===== src/rtl/i2c_poller_pkg.sv =====
// Shared types and constants for the I2C register poller.
//   state_t    : poller FSM states
//   MODE_*     : R/W bit appended to the 7-bit device address
//   min1_clog2 : address width for a count of items, never below 1 bit
package i2c_poller_pkg;

  typedef enum logic [2:0] {
    IDLE,
    WR_REQ,
    WR_WAIT,
    RD_REQ,
    RD_WAIT,
    RETRY,
    REPORT
  } state_t;

  localparam logic MODE_WRITE = 1'b0;
  localparam logic MODE_READ  = 1'b1;

  function automatic int unsigned min1_clog2(input int unsigned n);
    return (n > 1) ? $clog2(n) : 1;
  endfunction

endpackage


===== src/rtl/poll_interval_timer.sv =====
// Loadable down-counter with a zero flag. Counts down by one per clock while
// non-zero and holds at zero. A load takes priority over counting.
//   clk_in     : clock
//   reset      : asynchronous, active-high; clears the count to zero
//   load       : load load_value this cycle
//   load_value : value to load
//   zero       : count is zero
module poll_interval_timer #(
  parameter int unsigned WIDTH = 8
) (
  input  logic             clk_in,
  input  logic             reset,
  input  logic             load,
  input  logic [WIDTH-1:0] load_value,
  output logic             zero
);

  logic [WIDTH-1:0] count_q;

  always_ff @(posedge clk_in or posedge reset) begin
    if (reset) begin
      count_q <= '0;
    end else if (load) begin
      count_q <= load_value;
    end else if (count_q != '0) begin
      count_q <= count_q - 1'b1;
    end
  end

  assign zero = (count_q == '0);

endmodule


===== src/rtl/i2c_register_poller.sv =====
// Periodically sweeps NUM_REGS consecutive 8-bit registers of one I2C device
// through an i2c_master. Each register is a one-byte pointer write followed by
// a one-byte read; failed attempts are retried up to MAX_RETRIES times before
// the register is reported with reg_error set and reg_data = 8'hFF.
//   clk_in, reset          : clock, asynchronous active-high reset
//   enable                 : keep sweeping while high
//   address, transfer_start, transfer_continues, data_tx : requests to master
//   transfer_ready, interrupt, transaction_complete, nack,
//   start_err, arbitration_err, address_err, data_rx     : status from master
//   reg_index, reg_data, reg_error, reg_valid : per-register result
//   sweep_done             : strobe with the last register of a sweep
//   busy                   : FSM not in IDLE
module i2c_register_poller
  import i2c_poller_pkg::*;
#(
  parameter logic [6:0]  DEVICE_ADDR   = 7'h6B,
  parameter logic [7:0]  BASE_REG      = 8'h00,
  parameter int unsigned NUM_REGS      = 1,
  parameter int unsigned POLL_INTERVAL = 480000,
  parameter int unsigned MAX_RETRIES   = 3,
  localparam int unsigned IDX_W        = min1_clog2(NUM_REGS)
) (
  input  logic             clk_in,
  input  logic             reset,
  input  logic             enable,
  output logic [7:0]       address,
  output logic             transfer_start,
  output logic             transfer_continues,
  output logic [7:0]       data_tx,
  input  logic             transfer_ready,
  input  logic             interrupt,
  input  logic             transaction_complete,
  input  logic             nack,
  input  logic             start_err,
  input  logic             arbitration_err,
  input  logic             address_err,
  input  logic [7:0]       data_rx,
  output logic [IDX_W-1:0] reg_index,
  output logic [7:0]       reg_data,
  output logic             reg_valid,
  output logic             reg_error,
  output logic             sweep_done,
  output logic             busy
);

  localparam int unsigned     TIMER_W     = min1_clog2(POLL_INTERVAL);
  localparam logic [IDX_W-1:0] LAST_IDX   = IDX_W'(NUM_REGS - 1);
  localparam logic [3:0]      RETRY_LIMIT = 4'(MAX_RETRIES);

  state_t           state_q, state_d;
  logic [IDX_W-1:0] idx_q, idx_d;
  logic [3:0]       retry_q, retry_d;
  logic             start_q, start_d;
  logic [IDX_W-1:0] reg_index_q, reg_index_d;
  logic [7:0]       reg_data_q, reg_data_d;
  logic             reg_error_q, reg_error_d;
  logic             timer_load, timer_zero;
  logic             done_evt, err_evt, wr_fail;

  poll_interval_timer #(
    .WIDTH(TIMER_W)
  ) u_timer (
    .clk_in    (clk_in),
    .reset     (reset),
    .load      (timer_load),
    .load_value(TIMER_W'(POLL_INTERVAL - 1)),
    .zero      (timer_zero)
  );

  assign done_evt = interrupt & transaction_complete;
  assign err_evt  = interrupt & (start_err | arbitration_err | address_err);
  // On the write side a NACK means the device rejected us; on the read side it
  // is the master's own last-byte NACK, so only bus errors count there.
  assign wr_fail  = err_evt | (done_evt & nack);

  always_comb begin
    state_d     = state_q;
    idx_d       = idx_q;
    retry_d     = retry_q;
    start_d     = 1'b0;
    reg_index_d = reg_index_q;
    reg_data_d  = reg_data_q;
    reg_error_d = reg_error_q;
    timer_load  = 1'b0;
    case (state_q)
      IDLE: begin
        if (timer_zero && enable) begin
          idx_d   = '0;
          state_d = WR_REQ;
        end
      end
      WR_REQ: begin
        if (transfer_ready) begin
          start_d = 1'b1;
          state_d = WR_WAIT;
        end
      end
      WR_WAIT: begin
        if (wr_fail) begin
          state_d = RETRY;
        end else if (done_evt) begin
          state_d = RD_REQ;
        end
      end
      RD_REQ: begin
        if (transfer_ready) begin
          start_d = 1'b1;
          state_d = RD_WAIT;
        end
      end
      RD_WAIT: begin
        if (err_evt) begin
          state_d = RETRY;
        end else if (done_evt) begin
          reg_data_d  = data_rx;
          reg_error_d = 1'b0;
          reg_index_d = idx_q;
          state_d     = REPORT;
        end
      end
      RETRY: begin
        if (retry_q < RETRY_LIMIT) begin
          retry_d = retry_q + 4'd1;
          state_d = WR_REQ;
        end else begin
          reg_data_d  = 8'hFF;
          reg_error_d = 1'b1;
          reg_index_d = idx_q;
          state_d     = REPORT;
        end
      end
      REPORT: begin
        retry_d = '0;
        if (idx_q == LAST_IDX) begin
          timer_load = 1'b1;
          state_d    = IDLE;
        end else if (!enable) begin
          state_d = IDLE;
        end else begin
          idx_d   = idx_q + 1'b1;
          state_d = WR_REQ;
        end
      end
      default: state_d = IDLE;
    endcase
  end

  always_ff @(posedge clk_in or posedge reset) begin
    if (reset) begin
      state_q     <= IDLE;
      idx_q       <= '0;
      retry_q     <= '0;
      start_q     <= 1'b0;
      reg_index_q <= '0;
      reg_data_q  <= '0;
      reg_error_q <= 1'b0;
    end else begin
      state_q     <= state_d;
      idx_q       <= idx_d;
      retry_q     <= retry_d;
      start_q     <= start_d;
      reg_index_q <= reg_index_d;
      reg_data_q  <= reg_data_d;
      reg_error_q <= reg_error_d;
    end
  end

  assign address            = {DEVICE_ADDR,
                               ((state_q == RD_REQ) || (state_q == RD_WAIT)) ? MODE_READ
                                                                              : MODE_WRITE};
  assign transfer_start     = start_q;
  assign transfer_continues = 1'b0;
  assign data_tx            = BASE_REG + 8'(idx_q);
  assign reg_index          = reg_index_q;
  assign reg_data           = reg_data_q;
  assign reg_error          = reg_error_q;
  assign reg_valid          = (state_q == REPORT);
  assign sweep_done         = (state_q == REPORT) && (idx_q == LAST_IDX);
  assign busy               = (state_q != IDLE);

endmodule


===== config.mk =====
export PLATFORM = sky130hd
export DESIGN_NAME = i2c_register_poller
export DESIGN_NICKNAME = d
export VERILOG_FILES = /design/src/rtl/i2c_poller_pkg.sv /design/src/rtl/poll_interval_timer.sv /design/src/rtl/i2c_register_poller.sv
export SDC_FILE = /design/constraint.sdc
export NUM_CORES = 1
export LEC_CHECK = 0
export ABC_AREA = 1
export CORE_MARGIN = 4
export CORE_UTILIZATION = 35
export CTS_CLUSTER_SIZE = 8
export DETAILED_ROUTE_END_ITERATION = 10
export DONT_BUFFER_PORTS = 1
export GPL_TIMING_DRIVEN = 0
export SETUP_SLACK_MARGIN = 0.5
export SYNTH_ARGS = -nofsm -noshare
export SYNTH_HDL_FRONTEND = slang
export SYNTH_SLANG_ARGS = --single-unit
export TNS_END_PERCENT = 20

===== constraint.sdc =====
create_clock -name clk_in -period 2.5 [get_ports clk_in]
set_input_delay 0.125 -clock clk_in [delete_from_list [all_inputs] [get_ports clk_in]]
set_output_delay 0.125 -clock clk_in [all_outputs]
set_load 0.02 [all_outputs]

==> impl_metrics.tcl, run 1 <==
set metrics [dict create \
    power.total_mw 2.60 \
    synthToLayoutAreaGrowth_pct 16.6 \
    crit_buf_inv 1 \
    grt_max_degree 39 \
    synth_seq_cells 38 \
    grt_use_total 0.134 \
    viasPerCell 4.67 \
    first_pass_iters 4 \
    hold-path-endpoint "state_q[0]$_DFFE_PP0P_" \
    clock_latency_ps 300 \
    fp.dieH_um 87.6 \
    grt_pass1_vias 1714 \
    vdd_ir_drop_max_mv 0.506 \
    tightest_slew_ps 797 \
    gr-total-overflow 0 \
    cts_buffer_depth 2 \
    drtAntennaViolNets 0 \
    endpoint_kind "register" \
    hold_path_class "primary input to register" \
    grt_pass1_wl_um 7980 \
    synth_edf_count 0 \
    slew-limit-headroom 0.468 \
    drt_iter0_markers 110 \
    cts_tree "built" \
    dp_cells 366 \
    rsz0062_at_grt "true" \
    final_cell_mix "nand2_1, inv_1, dfrtp_1" \
    stdcell_count 385 \
    nets 329 \
    async_flop_share 1.00 \
    synth_cell_types 37 \
    design_area_mm2 0.00259 \
    layout-drive-gt1-share 0.148 \
    yosysSeqAreaShare 0.429 \
    worst-r2r-setup-slack_ps 630 \
    timing.final.crit_period_ps 1870 \
    antenna_cells 0 \
    antenna_found_initial 0 \
    layout_commonest_cell "nand2_1" \
    yosysWarnings 0 \
    maxSlewViolCount 0 \
    fp.dieW_um 87.6 \
    critical_path.max_stage_delay_ps 380 \
    io_pins 49 \
    routabilityCongestion 0.768 \
    worstPathCellList "inv_1 -> ha_1 -> nand2_1 -> nor2_4 -> nand3_2 -> nor2_2 -> nor4_1" \
    numPortBuffers 0 \
    clk_pin_slew_ps 80 \
    cp_data_arrival_time_ps 2040 \
    tns_ps 0 \
    final-hold-violation-count 0 \
    numCtsBuffers 5 \
    wl_um 4720 \
    final_util 0.429 \
    synth.cell_area_mm2 0.00222 \
    timing.rr.start "u_timer.count_q[0]$_DFFE_PP0P_" \
    maxCapViolCount 0 \
    syn_inst 278 \
    power.density_mw_per_mm2 1000 \
    cts-root-buf "clkbuf_8" \
    period_share 0.749 \
    ys.flop_type "dfrtp_1" \
    finClkSkew_ps 11.3 \
    dpl-instance-area_mm2 0.00236 \
    min_path_cells 2 \
    setup_viol 0 \
    crit_family "simple AND/OR/NAND/NOR gates" \
    slowest_stage "dfrtp_1" \
    critPathRequiredTime_ps 2670 \
    path_class "register to register" \
    status "complete, no violations" \
    drc_errors 0 \
    worstReg2RegEnd "u_timer.count_q[8]$_DFFE_PP0P_" \
    syn_area_per_cell_um2 7.98 \
    die_area_mm2 0.00767 \
    cts.sinks 38 \
    hpwl_um 3450 \
    core_mm2 0.00603 \
    worstRegToRegCells 7 \
    start_kind "register" \
    vias 1797 \
    leakage_nw 1.25 \
    min_from "transfer_ready" \
    cp_max_fo 9 \
    fmax_ghz 0.534 \
    wl_per_cell_um 12.3 \
    core.rowCount 28 \
    start_util 0.368 \
    h-tree-depth 2 \
    fill_cells 608 \
]
## power by group
part	switching (mW)	internal [mW]	leakage, nW
registers	0.308	0.858	0.448
clock network	0.229	0.294	0.0579
logic	0.562	0.346	0.742
## routing by layer
| metal | routed length (um) | vias to the layer above | global-route usage |
|---|---|---|---|
| met1 | 2180 | 817 | 0.164 |
| met2 | 2150 | 44 | 0.221 |
| met5 | 0 | - | 0 |
| met3 | 273 | 8 | 0.0310 |
| li1 | - | 928 | - |
| met4 | 111 | 0 | 0.0669 |
## cell families (layout without fill, tap and decap cells)
logic type	after synthesis	count (layout)	synth area share
XOR/XNOR	1	1	0.00395
adder cells (fa/ha/maj)	2	2	0.0113
flip-flops	38	38	0.429
other	2	15	0.00339
buffers and inverters	58	77	0.132
AND/OR/NAND/NOR	142	142	0.318
AO/OA/AOI/OAI	35	35	0.103
## layout make-up
class                   instances  area (um^2)  area share
multi-input cells             195         1030       0.398
flip-flops and latches         38          951       0.368
inverters                      41          159      0.0614
plain buffers                  17          134      0.0518
repair buffers                 11          110      0.0426
well taps                      75         93.8      0.0363
clock buffers                   5         68.8      0.0266
clock inverters                 3         40.0      0.0155
## timing repair
item                                    in CTS  in global routing
setup buffers                                0                  0
hold buffers                                11                  0
endpoints found under the hold margin       48                  0
resized for setup                            0                  2
endpoints found under the setup margin       0                  6
## synthesized netlist by cell type, types with 2 or more instances
cell type	count	area, um^2
nand2_1	55	206
inv_1	39	146
dfrtp_1	38	951
nor2_1	37	139
nand3_1	24	120
buf_4	16	120
o21ai_0	11	55.1
o22a_1	8	70.1
a21oi_1	5	25.0
nand4_1	5	31.3
a31oi_1	3	18.8
nor3_1	3	15.0
o211ai_1	3	22.5
or2_2	3	18.8
conb_1	2	7.51
ha_1	2	25.0
nand3_4	2	35.0
nor2_2	2	12.5
nor2_4	2	22.5
## sequential cells by signal, summed over array words and instances, names as in the netlist
name,count
u_timer.count_q,19
reg_data,8
retry_q,4
state_q,3
idx_q,1
reg_error,1
reg_index,1
transfer_start,1
## through the flow
step / hold slack (ps) / setup slack, ps
floorplan: 231 / 953
global placement: 234 / 580
detailed placement: 211 / 564
CTS: 34.8 / 543
global route: 55.6 / 464
finish: 40.3 / 628
## worst max-delay path by stage
stage | start | end | slack [ps] | cells past startpoint
floorplan | u_timer.count_q[0]$_DFFE_PP0P_ | u_timer.count_q[13]$_DFFE_PP0P_ | 950 | 7
global placement | u_timer.count_q[0]$_DFFE_PP0P_ | u_timer.count_q[15]$_DFFE_PP0P_ | 580 | 7
detailed placement | u_timer.count_q[0]$_DFFE_PP0P_ | u_timer.count_q[8]$_DFFE_PP0P_ | 560 | 7
CTS | u_timer.count_q[0]$_DFFE_PP0P_ | u_timer.count_q[8]$_DFFE_PP0P_ | 540 | 7
global route | u_timer.count_q[0]$_DFFE_PP0P_ | u_timer.count_q[8]$_DFFE_PP0P_ | 460 | 7
finish | u_timer.count_q[0]$_DFFE_PP0P_ | u_timer.count_q[8]$_DFFE_PP0P_ | 630 | 7
## worst register-to-register path, cell delays in order, from the launching register on
cell	delay [ps]
dfrtp_1	380
inv_1	150
ha_1	220
nand2_1	150
nor2_4	270
nand3_2	240
nor2_2	250
nor4_1	90
Power figures use the tool's default switching activity.
==> run 2: changes to the inputs <==
ABC_AREA = 0   (was 1)
clock period = 1.9 ns   (was 2.5 ns; I/O delays follow)
==> run 2 against run 1 <==
The run now ends with setup timing left. Utilization is 6.7 points higher. Highest routed layer unchanged. Critical path type unchanged. Final cell count is 9.1% lower. Sequential cell count stayed put. Count of clock-buffer cells in the layout is 1 higher. Synthesized area is 2.6% lower. Synthesized cell count is 19% lower.
==> impl_metrics.tcl, run 2 <==
set metrics [dict create \
    finClkSkew_ps 11.7 \
    layout-drive-gt1-share 0.360 \
    async_flop_share 1.00 \
    ys.flop_type "dfrtp_1" \
    min_path_cells 2 \
    maxSlewViolCount 0 \
    syn_area_per_cell_um2 9.64 \
    synth_top_area_cell "dfrtp_1" \
    cp_data_arrival_time_ps 2180 \
    nets 294 \
    fmax_ghz 0.511 \
    fp.dieW_um 86.6 \
    leakage_nw 1.19 \
    cts.sinks 38 \
    gr-total-overflow 0 \
    start_kind "register" \
    synth.most_common_cell "dfrtp_1" \
    synth.cell_area_mm2 0.00216 \
    vias 1897 \
    h-tree-depth 2 \
    rsz0062_at_grt "true" \
    slew-limit-headroom 0.447 \
    grt_max_degree 39 \
    grt_pass1_vias 1896 \
    synth_edf_count 0 \
    synth_cell_types 58 \
    period_share 1.03 \
    core.rowCount 28 \
    die_area_mm2 0.00749 \
    largest_register_ffs 19 \
    tightest_slew_ps 828 \
    yosysSeqAreaShare 0.440 \
    cts_tree "built" \
    wl_per_cell_um 15.8 \
    hpwl_um 3530 \
    grt_use_total 0.155 \
    first_pass_iters 6 \
    fp.dieH_um 86.6 \
    synth_top_area_share 0.440 \
    cts_buffer_depth 2 \
    status "finished with violations" \
    viasPerCell 5.42 \
    yosysWarnings 0 \
    drc_errors 0 \
    start_util 0.363 \
    hold_path_class "primary input to register" \
    ys_top_cells_by_count "dfrtp_1, buf_4, nand2_1, nor2_1, o21ai_0" \
    fin_hold_ws_ps 93.7 \
    path_class "register to register" \
    drtAntennaViolNets 0 \
    wl_um 5530 \
    grt_pass1_wl_um 9320 \
    io_pins 49 \
    timing.final.crit_period_ps 1960 \
    synth.area.top_cells "dfrtp_1, buf_4, o22a_1" \
    finalWorstSetupSlack_ps -58.0 \
    violations "setup timing" \
    numPortBuffers 0 \
    top_register "u_timer.count_q" \
    syn_inst 224 \
    final-hold-violation-count 0 \
    clk_pin_slew_ps 80 \
    maxCapViolCount 0 \
    vdd_ir_drop_max_mv 0.511 \
    worstRegToRegCells 4 \
    final_cell_mix "dfrtp_1, buf_4, conb_1" \
    routabilityCongestion 0.819 \
    critPathRequiredTime_ps 2120 \
    antenna_found_initial 0 \
    power.total_mw 4.05 \
    drt_iter0_markers 124 \
    place_ws_ps -345 \
    endpoint_kind "register" \
    setup_viol 9 \
    cp_max_fo 6 \
    synthToLayoutAreaGrowth_pct 36.8 \
    synth_seq_cells 38 \
    core_mm2 0.00596 \
    clock_latency_ps 300 \
    antenna_cells 0 \
    cts-root-buf "clkbuf_8" \
    numCtsBuffers 5 \
    layout_commonest_cell "dfrtp_1" \
    power.density_mw_per_mm2 1370 \
]
run 2: cell count changes after synthesis, moves of 4 or more:
| cell | before | now |
|---|---|---|
| nand4_1 | 5 | 1 |
| nor3_1 | 3 | 8 |
| and2_1 | 1 | 5 |
| nand3_1 | 24 | 9 |
| inv_1 | 39 | 10 |
| clkbuf_1 | 0 | 7 |
| nor2_1 | 37 | 12 |
| o31ai_1 | 1 | 6 |
| nand2_1 | 55 | 13 |
run 2: final cells by class:
type	count	area (um^2)
buffer	23	189
clock buffer	6	82.6
clock inverter	2	12.5
fill	553	3000
inverter	11	46.3
multi-input combinational	165	1290
sequential	38	955
tap	75	93.8
timing repair buffer	30	288
run 2: report_power, final:
part	switching (mW)	total, mW	internal [mW]
combinational	0.937	1.93	0.991
clock	0.310	0.602	0.292
sequential	0.430	1.52	1.09
total	1.68	4.05	2.38
run 2: stage by stage:
| step | cell area [um^2] | setup TNS [ps] | util | std cells |
|---|---|---|---|---|
| 3_3_place_gp | 2310 | -5440 | 0.387 | 312 |
| 4_1_cts | 2860 | -485 | 0.480 | 348 |
| 6_report | 2950 | -168 | 0.496 | 350 |
| 3_5_place_dp | 2310 | -5980 | 0.387 | 312 |
| 5_1_grt | 2950 | -1180 | 0.496 | 350 |
| 2_1_floorplan | 2210 | -250 | - | 237 |
run 2: cells by family after synthesis:
group                    share of synthesized area
buffers and inverters                       0.0869
AO/OA/AOI/OAI                                0.242
adder cells (fa/ha/maj)                     0.0116
other                                      0.00348
multiplexers                                0.0145
AND/OR/NAND/NOR                              0.198
XOR/XNOR                                   0.00406
flip-flops                                   0.440
run 2: final timing paths:
check	from	to	slack, ps
min in group asynchronous	reset	reg_data[4]$_DFFE_PP0P_	420
max reg2reg	u_timer.count_q[15]$_DFFE_PP0P_	u_timer.count_q[11]$_DFFE_PP0P_	-60
max in group asynchronous	reset	u_timer.count_q[8]$_DFFE_PP0P_	900
max	u_timer.count_q[15]$_DFFE_PP0P_	u_timer.count_q[11]$_DFFE_PP0P_	-60
min reg2reg	u_timer.count_q[4]$_DFFE_PP0P_	u_timer.count_q[4]$_DFFE_PP0P_	520
min	transfer_ready	state_q[0]$_DFFE_PP0P_	90
run 2: repair_timing:
item | CTS | global route
hold buffers | 11 | 0
pin swaps | 27 | 13
endpoints found under the setup margin | 41 | 39
cloned | 1 | 0
endpoints found under the hold margin | 48 | 0
setup buffers | 16 | 2
gates resized for setup | 51 | 27
run 2: layer usage:
metal	GRT usage	vias to the layer above	wire length [um]
met1	0.200	919	2430
met2	0.255	50	2710
met4	0.0694	0	133
li1	-	917	-
met3	0.0266	11	257
met5	0	-	0
run 2: critical path, cell delays in order, from the launching register on:
cell and delay, ps:
dfrtp_1 420, or4_4 600, o41a_1 540, a41o_1 230, a21oi_2 110
==> run 3: changes to the inputs <==
CORE_UTILIZATION = 62   (was 35)
PLACE_DENSITY = 0.78   (was unset)
==> run 3 against run 2 <==
The run still ends with setup timing left. Clock skew down 2.3 ps. Total power is 0.23% higher. Count of clock-buffer cells in the layout is 1 lower. Register-to-register slack worse by 60 ps. Utilization rose by 38 points. Non-clock buffer count up 6. Sequential share of layout area about the same. Wire length up 22%. First-iteration DRC count up 78%. Highest routed layer unchanged.
==> impl_metrics.tcl, run 3 (synthesis gave the netlist of run 2 again) <==
set metrics [dict create \
    core_mm2 0.00336 \
    die_area_mm2 0.00449 \
    design_area_mm2 0.00296 \
    grt_pass1_wl_um 9450 \
    tightest_slew_ps 991 \
    hpwl_um 3660 \
    critPathRequiredTime_ps 2180 \
    finClkSkew_ps 9.43 \
    fp.dieH_um 67.0 \
    grt_max_degree 24 \
    vias 2157 \
    cts_tree "built" \
    largest_register_ffs 19 \
    drc_errors 0 \
    maxCapViolCount 0 \
    status "finished with violations" \
    layout-drive-gt1-share 0.374 \
    worst-r2r-setup-slack_ps -120 \
    stdcell_count 327 \
    fill_cells 161 \
    core.rowCount 21 \
    dpl-instance-area_mm2 0.00230 \
    fmax_ghz 0.495 \
    antenna_cells 0 \
    grt_use_total 0.281 \
    finalWorstSetupSlack_ps -120 \
    clk_pin_slew_ps 130 \
    rsz0062_at_grt "true" \
    pwr-share-seq 0.376 \
    switchingPower_mw 1.82 \
    worstPathCellList "inv_2 -> ha_4 -> or4b_4 -> buf_6 -> nor3_4 -> buf_12 -> a2111oi_4 -> mux2i_1" \
    timing.final.crit_period_ps 2020 \
    drtAntennaViolNets 0 \
    period_share 1.06 \
    critical_path.max_stage_delay_ps 490 \
    final_cell_mix "dfrtp_1, buf_4, conb_1" \
    final-hold-violation-count 0 \
    p_comb_frac 0.514 \
    cp_data_arrival_time_ps 2300 \
    power.total_mw 4.06 \
    timing.rr.start "u_timer.count_q[0]$_DFFE_PP0P_" \
    worstRegToRegCells 8 \
    grt_pass1_vias 2005 \
    endpoint "u_timer.count_q[3]$_DFFE_PP0P_" \
    worstReg2RegEnd "u_timer.count_q[3]$_DFFE_PP0P_" \
    wl_um 6770 \
    wl_per_cell_um 20.7 \
    clock_latency_ps 360 \
    hold_path_class "primary input to register" \
    vdd_ir_drop_max_mv 0.891 \
    cts_buffer_depth 2 \
    numCtsBuffers 5 \
    endpoint_kind "register" \
    nets 300 \
    antenna_found_initial 0 \
    slowest_stage "or4b_4" \
    io_pins 49 \
    startpoint "u_timer.count_q[0]$_DFFE_PP0P_" \
    cts.sinks 38 \
    numPortBuffers 0 \
    start_kind "register" \
    leakage_nw 1.20 \
    h-tree-depth 2 \
    power.share.clock 0.110 \
    dp_cells 284 \
    viasPerCell 6.60 \
    top_register "u_timer.count_q" \
    routabilityCongestion 0.817 \
    violations "setup timing" \
    path_class "register to register" \
    gr-total-overflow 0 \
    first_pass_iters 5 \
    drt_iter0_markers 221 \
    synthToLayoutAreaGrowth_pct 37.0 \
    place_ws_ps -350 \
    layout_commonest_cell "dfrtp_1" \
    netSwitchingFraction 0.449 \
    final_util 0.880 \
    slew-limit-headroom 0.339 \
    power.density_mw_per_mm2 1370 \
    p_int_mw 2.24 \
    setup_viol 15 \
    maxSlewViolCount 0 \
    cts-root-buf "clkbuf_4" \
    fp.dieW_um 67.0 \
    cp_max_fo 7 \
    start_util 0.642 \
]
## run 3: worst min path at each step
| stage | from | endpoint | slack [ps] | cells past startpoint |
|---|---|---|---|---|
| after floorplan | enable | idx_q$_DFFE_PP0P_ | 200 | 1 |
| after global placement | enable | idx_q$_DFFE_PP0P_ | 200 | 1 |
| after detailed placement | enable | idx_q$_DFFE_PP0P_ | 200 | 1 |
| after CTS | transfer_ready | state_q[0]$_DFFE_PP0P_ | 30 | 2 |
| after global routing | enable | state_q[0]$_DFFE_PP0P_ | 30 | 2 |
| final | enable | state_q[1]$_DFFE_PP0P_ | 30 | 2 |
## run 3: metal layers
| layer | wire length, um | global-route usage |
|---|---|---|
| met4 | 241 | 0.109 |
| met5 | 0 | 0 |
| met3 | 609 | 0.0759 |
| met1 | 2590 | 0.361 |
| met2 | 3330 | 0.448 |
## run 3: power groups by stage
| stage | combinational (mW) | sequential [mW] | clock (mW) |
|---|---|---|---|
| 3_5_place_dp | 1.24 | 1.49 | 0 |
| 2_1_floorplan | 1.01 | 1.41 | 0 |
| 6_report | 2.09 | 1.53 | 0.448 |
| 5_1_grt | 2.21 | 1.56 | 0.485 |
| 4_1_cts | 1.70 | 1.49 | 0.441 |
| 3_3_place_gp | 1.15 | 1.46 | 0 |
## run 3: what timing repair did
| action | 4_1_cts | 5_1_grt |
|---|---|---|
| pin swaps | 28 | 24 |
| gates resized for setup | 47 | 35 |
| setup buffers | 15 | 8 |
| hold buffers | 11 | 0 |
| cloned | 1 | 0 |
| endpoints found under the setup margin | 41 | 39 |
| hold endpoints to repair | 32 | 0 |
## run 3: final cells by class
type | instances | area (um^2) | share of cell area
Buffer | 23 | 174 | 0.0588
Tap cell | 46 | 57.6 | 0.0195
Clock buffer | 5 | 37.5 | 0.0127
Inverter | 11 | 48.8 | 0.0165
Timing Repair Buffer | 36 | 363 | 0.123
Sequential cell | 38 | 956 | 0.323
Clock inverter | 3 | 21.3 | 0.00719
Multi-Input combinational cell | 165 | 1300 | 0.440
## run 3: metrics by stage
| step | hold WS [ps] | TNS [ps] |
|---|---|---|
| floorplan | 197 | -250 |
| global placement | 198 | -4300 |
| detailed placement | 203 | -5950 |
| CTS | 32.0 | -881 |
| global route | 28.2 | -2230 |
| finish | 31.6 | -1210 |
## run 3: critical path, delay by kind of cell (launching register included)
kind | cells | cell delay [ps]
muxes | 1 | 200
DFF | 1 | 430
and+or+nand+nor | 2 | 690
adders and majority gates | 1 | 130
buffers and inverters | 3 | 410
AOI/OAI and AO/OA | 1 | 80
